--- src/rtl/pc_pkg.sv ---
// Shared types and helpers for the fetch-stage PC sequencer.
package pc_pkg;

  typedef enum logic [1:0] {
    PC_BOOT = 2'd0,
    PC_RUN  = 2'd1,
    PC_HALT = 2'd2
  } pc_state_e;

  localparam int INSTR_BYTES_DEFAULT = 4;

  // Mask that clears the low log2(instr_bytes) bits; instr_bytes must be a power of 2.
  function automatic logic [63:0] align_mask(input int instr_bytes);
    return ~(64'(instr_bytes) - 64'd1);
  endfunction

endpackage

--- src/rtl/pc_next_sel.sv ---
// Combinational priority selection of next PC, misalign flag and next state.
module pc_next_sel
  import pc_pkg::*;
#(
  parameter int ADDR_WIDTH  = 32,
  parameter int INSTR_BYTES = INSTR_BYTES_DEFAULT
) (
  input  pc_state_e             state,
  input  logic [ADDR_WIDTH-1:0] pc,
  input  logic                  pc_ready,
  input  logic                  redirect_valid,
  input  logic [ADDR_WIDTH-1:0] redirect_target,
  input  logic                  trap_req,
  input  logic [ADDR_WIDTH-1:0] trap_vector,
  input  logic                  halt_req,
  input  logic                  resume_req,
  output logic [ADDR_WIDTH-1:0] next_pc,
  output logic                  misalign,
  output pc_state_e             next_state
);

  localparam logic [63:0]           MASK_FULL = align_mask(INSTR_BYTES);
  localparam logic [ADDR_WIDTH-1:0] MASK      = MASK_FULL[ADDR_WIDTH-1:0];
  localparam logic [ADDR_WIDTH-1:0] STEP      = ADDR_WIDTH'(INSTR_BYTES);

  logic fire;
  logic aligned;

  assign fire    = (state == PC_RUN) && pc_ready;
  assign aligned = (redirect_target & ~MASK) == '0;

  always_comb begin
    next_pc    = pc;
    misalign   = 1'b0;
    next_state = state;
    case (state)
      PC_BOOT: next_state = PC_RUN;
      PC_RUN, PC_HALT: begin
        if (trap_req) begin
          next_pc = trap_vector & MASK;
        end else if (redirect_valid) begin
          if (aligned) next_pc = redirect_target;
          else         misalign = 1'b1;
        end else if (fire) begin
          next_pc = pc + STEP;
        end

        // Trap always lands in RUN, so it beats a simultaneous halt.
        if (state == PC_RUN) begin
          if (halt_req && !trap_req) next_state = PC_HALT;
        end else begin
          if (resume_req || trap_req) next_state = PC_RUN;
        end
      end
      default: next_state = PC_BOOT;
    endcase
  end

endmodule

--- src/rtl/pc_sequencer.sv ---
// Fetch-stage program counter: holds PC, offers it over valid/ready, handles redirect/trap/halt.
module pc_sequencer
  import pc_pkg::*;
#(
  parameter int                       ADDR_WIDTH_POW = 5,
  parameter int                       ADDR_WIDTH     = 1 << ADDR_WIDTH_POW,
  parameter logic [ADDR_WIDTH-1:0]    RESET_VECTOR   = '0,
  parameter int                       INSTR_BYTES    = INSTR_BYTES_DEFAULT
) (
  input  logic                  clk_in,
  input  logic                  reset,
  input  logic                  pc_ready,
  input  logic                  redirect_valid,
  input  logic [ADDR_WIDTH-1:0] redirect_target,
  input  logic                  trap_req,
  input  logic [ADDR_WIDTH-1:0] trap_vector,
  input  logic                  halt_req,
  input  logic                  resume_req,
  output logic [ADDR_WIDTH-1:0] pc_out,
  output logic                  pc_valid,
  output logic                  halted,
  output logic                  misalign_err,
  output logic [ADDR_WIDTH-1:0] misalign_addr
);

  pc_state_e             state_reg;
  pc_state_e             state_next;
  logic [ADDR_WIDTH-1:0] pc_reg;
  logic [ADDR_WIDTH-1:0] pc_next;
  logic                  misalign_next;
  logic                  err_reg;
  logic [ADDR_WIDTH-1:0] err_addr_reg;

  pc_next_sel #(
    .ADDR_WIDTH  (ADDR_WIDTH),
    .INSTR_BYTES (INSTR_BYTES)
  ) u_next_sel (
    .state           (state_reg),
    .pc              (pc_reg),
    .pc_ready        (pc_ready),
    .redirect_valid  (redirect_valid),
    .redirect_target (redirect_target),
    .trap_req        (trap_req),
    .trap_vector     (trap_vector),
    .halt_req        (halt_req),
    .resume_req      (resume_req),
    .next_pc         (pc_next),
    .misalign        (misalign_next),
    .next_state      (state_next)
  );

  always_ff @(posedge clk_in) begin
    if (reset) begin
      state_reg    <= PC_BOOT;
      pc_reg       <= RESET_VECTOR;
      err_reg      <= 1'b0;
      err_addr_reg <= '0;
    end else begin
      state_reg <= state_next;
      pc_reg    <= pc_next;
      err_reg   <= misalign_next;
      if (misalign_next) err_addr_reg <= redirect_target;
    end
  end

  assign pc_out        = pc_reg;
  assign pc_valid      = (state_reg == PC_RUN);
  assign halted        = (state_reg == PC_HALT);
  assign misalign_err  = err_reg;
  assign misalign_addr = err_addr_reg;

endmodule

--- config.mk ---
export PLATFORM = sky130hd
export DESIGN_NAME = pc_sequencer
export DESIGN_NICKNAME = d
export VERILOG_FILES = /design/src/rtl/pc_pkg.sv /design/src/rtl/pc_next_sel.sv /design/src/rtl/pc_sequencer.sv
export SDC_FILE = /design/constraint.sdc
export NUM_CORES = 1
export LEC_CHECK = 0
export BUFFER_PORTS_ARGS = -buffer_cell sky130_fd_sc_hd__buf_2
export CORE_ASPECT_RATIO = 1.75
export CORE_UTILIZATION = 44
export CTS_CLUSTER_DIAMETER = 30
export CTS_CLUSTER_SIZE = 30
export DETAILED_ROUTE_END_ITERATION = 10
export HOLD_SLACK_MARGIN = 0.12
export PLACE_DENSITY = 0.71
export SETUP_SLACK_MARGIN = 0.1
export SLEW_MARGIN = 20
export SYNTH_ARGS = -nofsm -noshare
export SYNTH_HDL_FRONTEND = slang
export SYNTH_HIERARCHICAL = 1
export SYNTH_SLANG_ARGS = --single-unit
--- constraint.sdc ---
create_clock -name clk_in -period 2.6 [get_ports clk_in]
set_clock_uncertainty 0.2 [all_clocks]
set_input_delay 0.13 -clock clk_in [delete_from_list [all_inputs] [get_ports clk_in]]
set_output_delay 0.13 -clock clk_in [all_outputs]
set_load 0.02 [all_outputs]
# Word-level counts from Yosys, hierarchy flattened
# Cells that the tools add are included.
# op_classes
eq_ne	5
muxes	12
n_addsub	1
n_reduce_logical	10
# ops
operator	count
2-to-1 mux 32 bit	4
adder 32 x 3 -> 32 bit (second input constant)	1
zero test 32 bit	1
2-to-1 mux 2 bit	3
!= test 3 x 2 -> 1 bit (second input constant)	2
2-to-1 mux 1 bit	4
one-hot mux 2 bit (2 select lines)	1
!= test 3 x 1 -> 1 bit (second input constant)	1
AND reduction 3 bit	1
nonzero test 3 bit	1
equality test 2 x 1 -> 1 bit (second input constant)	1
equality test 2 bit (second input constant)	1
logical AND 1 bit	2
zero test 2 bit	1
AND reduction 2 bit	1
OR reduction 2 bit	1
zero test 1 bit	1
logical OR 1 bit	1
# word_totals
ff_bits	67
out_inout_bits	67

# Logic depth before layout (Yosys ltp)
# logic_depth
word_depth	5
depth_mapped	11
ltp_nobuf	8

# Cells and area by module
# Netlist, hierarchy kept.
# modules_own_cells
module	area_per_inst_um2	cells_each	instances	seq_area_each_um2
pc_sequencer	2122.0	179	1	1341.3
pc_next_sel	2097.0	352	1	0.0

# Worst setup path after synthesis
# Ideal clock, no wire load.
# synth_timing
path_kind	register to register
startpoint	register state_reg[1]
endpoint	register pc_reg[18] (netlist: pc_out[18])
setup_time_ps	118
slack_ps	246
arrival_time_ps	2036
path_stages_with_launch	12
period_less_slack_ps	2354
n_path_buf	3
cell_sequence	dfxtp_1 inv_1 ha_1 buf_2 and4_1 buf_2 and4_1 clkbuf_2 or3b_2 nand3_1 a31oi_1 nor2b_1
# synth_between
elab_chain_cells	4
elab_cells_between_ends	6
# synth_lines
item	line_no	source
start: declaration	pc_sequencer.sv:26	pc_state_e state_reg;
start signal: assignment	pc_sequencer.sv:59	state_reg <= state_next;
equality test 2 x 1 -> 1 bit	pc_next_sel.sv:29, pc_next_sel.sv:36	
logical AND 1 bit	pc_next_sel.sv:29	assign fire = (state == PC_RUN) && pc_ready;
nonzero test 3 bit (no source line)	-	
AND reduction 3 bit (no source line) *	-	
end signal: assignment	pc_sequencer.sv:60	pc_reg <= pc_next;
end: declaration	pc_sequencer.sv:28	logic [ADDR_WIDTH-1:0] pc_reg;
# Mark *: on every way between the ends. The rest lies on a longest branch, timed or not.
# A chain may end at the register's enable or synchronous reset.

# Worst setup path after layout
# Ends and elaborated chain as after synthesis.

==> flow_summary.json <==
{
  "status": "finished, final reports clean",
  "worst_r2r_startpoint": "state_reg[1]",
  "synthesis.area_um2": 4220,
  "critical_path_depth": 8,
  "cts-htree-levels": 3,
  "initial_utilization": 0.458,
  "gpl.final_weighted_congestion": 0.871,
  "timing_worst_slew_pin_value_ns": 0.723,
  "via_per_inst": 5.67,
  "postSynthAreaPerCell_um2": 7.95,
  "setup.worst_path.start_class": "register",
  "number_of_cells_traversed_by_the_worst_register_to_register_path": 8,
  "drt-initial-drc-count": 326,
  "slew_violations": 0,
  "power.density_nw_per_um2": 562,
  "synth_area_leader_cell": "dfxtp_1",
  "power.total_uw": 3350,
  "worst_slew_margin_rel": 0.515,
  "p_int_uw": 2370,
  "placeableCoreArea_um2": 9210,
  "clock_sink_count": 67,
  "dr_total_vias": 4784,
  "finalHoldWorstSlack_ns": 0.124,
  "arrival_ns": 2.41,
  "synth.yosys.seq_area_share": 0.318,
  "end_point_of_the_critical_path": "pc_out[18]",
  "detail-route-antenna-nets": 0,
  "crit_path_cell_trace": "inv_1 > ha_2 > and4_1 > and4_2 > or3b_2 > nand3_1 > a31oi_1 > nor2b_1",
  "gr-usage-all-layers": 0.290,
  "crit-reg2reg-capture": "pc_out[18]",
  "cap_viol_max_count": 0,
  "timing.fmax_mhz": 419,
  "layoutNonFillerInstCount": 844,
  "detailedPlacementHpwl_mm": 9.86,
  "min_path_type": "in -> reg",
  "chipHeight_um": 132,
  "finalCriticalPeriod_ns": 2.39,
  "clock_power_share": 0.432,
  "die_width_um": 76.0,
  "timing.critical_path.max_delay_family": "simple AND/OR/NAND/NOR gates",
  "grt_antenna_before_repair": 0,
  "place.detailed.instances": 771,
  "cts-buffers-inserted": 9,
  "pwr-share-comb": 0.224,
  "clkTransAtPathRegs_ns": 0.06,
  "clkLatencyLatePin_ns": 0.34,
  "synth-async-reset-ratio": 0,
  "antenna-diode-count": 0,
  "postLayoutSetupSlackWorst_ns": 0.212,
  "irDropWorstVdd_mv": 0.384,
  "syn_nets": 606,
  "drt_first_pass_iters": 5,
  "timing.critical_path.from": "state_reg[1]",
  "cts.root.buffer_cell": "clkbuf_16",
  "rsz0062_at_grt": "no",
  "setup.worst_path.class": "reg -> reg",
  "worstSetupEndpointType": "register",
  "power.leakage_uw": 0.00261,
  "final_net_count": 794,
  "setup_viol": 0,
  "hold_viol": 0,
  "cts_buffer_depth": 2,
  "post_synth_inst_count": 531,
  "final.period_utilization": 0.918,
  "globalRoute.totalOverflow": 0,
  "cts_tree": "yes",
  "power.switching_uw": 980,
  "yosysUniqueCellTypes": 58,
  "wl_per_cell_um": 17.2,
  "timing.critical_path.slowest_stage_cell": "or3b_2",
  "sequentialPowerShare": 0.344,
  "io-pin-count": 138,
  "via_count_of_the_first_global_routing_pass": 4624,
  "ys_dominant_reg_cell": "dfxtp_1",
  "netSwitchingFraction": 0.293,
  "placementRows": 46,
  "io_buffers": 135,
  "cp.buffers_inverters": 1,
  "r2r_setup_slack_ns": 0.21,
  "totalWireLength_mm": 14.5,
  "post_route_cells_drive_above_1_share": 0.265,
  "floorplan.die_area_um2": 10000,
  "grt_pass1_wl_mm": 23.0,
  "min_from": "trap_vector[26]",
  "drc": 0,
  "grt_start_max_net_pins": 38,
  "worst_ep_required_time_ns": 2.62,
  "netlist.area_leader.share": 0.318,
  "worstPathMaxFanout": 9,
  "postCtsSetupRepairBufs": 0,
  "dp_worst_setup_slack_ns": 0.112,
  "yosys_warnings": 6,
  "synth.ff_latch_count": 67,
  "hold_path_depth": 5,
  "area_contributors_post_synth": "dfxtp_1, mux2i_1, nor2b_1, nand2_1, nor2_1",
  "slowest_cell_delay_on_critical_path_ns": 0.47,
  "synth_edf_count": 0,
  "area_overhead_vs_synth_pct": 41.3,
  "tns_ns": 0
}
==> how the worst min path moves through the flow <==
stage,end,slack (ns)
detailed placement,misalign_addr[22],0.19
global placement,misalign_addr[28],0.18
CTS,pc_out[26],0.12
floorplan,misalign_addr[0],0.08
finish,pc_out[26],0.12
global route,pc_out[28],0.16
==> synthesized netlist by cell type (all sizes together) (2+ instances only) <==
master   instances
a22oi            9
inv              9
ha               4
and2             6
a21oi           19
xor2             2
and4             6
nand4            9
clkbuf          21
buf             20
xnor2            6
o21ai           27
or3              2
a2bb2oi          2
o31ai            5
o21bai           9
mux2             2
o2bb2ai          4
o311ai           2
nor4             4
a31oi           12
nand2b           4
nand3           21
nor2b           38
nand2           61
a211oi           3
nor3             8
a21o             2
mux2i           52
dfxtp           67
o22ai            5
nor3b            6
and3             5
a22o             4
nor2            61
o211ai           4
==> cell usage in the layout, fill, tap and decap left out, types with 4 or more instances in the layout <==
cell / count
buf_2: 135
dfxtp_1: 67
nand2_1: 61
nor2_1: 60
dlygate4sd3_1: 57
mux2i_1: 52
nor2b_1: 38
o21ai_0: 26
buf_4: 24
a21oi_1: 19
nand3_1: 19
a31oi_1: 12
clkbuf_16: 9
inv_1: 9
a22oi_1: 9
o21bai_1: 9
nand4_1: 8
nor3_1: 7
and2_1: 6
nor3b_1: 6
xnor2_1: 6
and3_1: 5
o22ai_1: 5
o31ai_1: 5
nand2b_1: 4
o211ai_1: 4
a22o_1: 4
o2bb2ai_1: 4
==> timing repair <==
| item | CTS | global route |
|---|---|---|
| hold endpoints to repair | 58 | 0 |
| cloned | 0 | 0 |
| resized for setup | 1 | 2 |
| endpoints found under the setup margin | 2 | 5 |
| hold buffers | 57 | 0 |
==> kinds of logic after synthesis <==
family / Yosys count / synth area share
AND/OR/NAND/NOR: 234 / 0.284
multiplexers: 54 / 0.129
AO/OA/AOI/OAI: 114 / 0.176
flip-flops: 67 / 0.318
buffers and inverters: 50 / 0.0646
adder cells (fa/ha/maj): 4 / 0.0119
XOR/XNOR: 8 / 0.0166
==> area by class of cell <==
cell class	count	area, um^2
multi-input cells	414	2620
well taps	120	150
flip-flops and latches	67	1340
repair buffers	218	1470
clock buffers	9	225
fillers	751	3250
inverters	9	33.8
clock inverters	7	124
==> worst min-delay path: cells and delay by family <==
family | cells | cell delay (ns)
and+or+nand+nor | 1 | 0.12
AOI/OAI and AO/OA | 3 | 0.28
buffers and inverters | 1 | 0.09
==> power by group through the flow <==
stage / registers (uW) / clock network, uW / logic (uW)
final: 1150 / 1450 / 751
after global routing: 1160 / 1500 / 808
after CTS: 1150 / 1450 / 739
after detailed placement: 1170 / 0 / 668
after global placement: 1170 / 0 / 652
after floorplan: 1230 / 0 / 364
==> metal layers <==
layer,part of all wire,wire [um],track usage
met1,0.37,5410,0.304
met2,0.52,7550,0.522
met4,0.059,864,0.218
met3,0.049,709,0.0340
met5,0,0,0
==> through the flow <==
stage	utilization	instance area (um^2)
floorplan	-	4220
global placement	0.546	5030
detailed placement	0.546	5030
CTS	0.646	5950
global route	0.647	5960
finish	0.647	5960
Power figures use the tool's default switching activity.
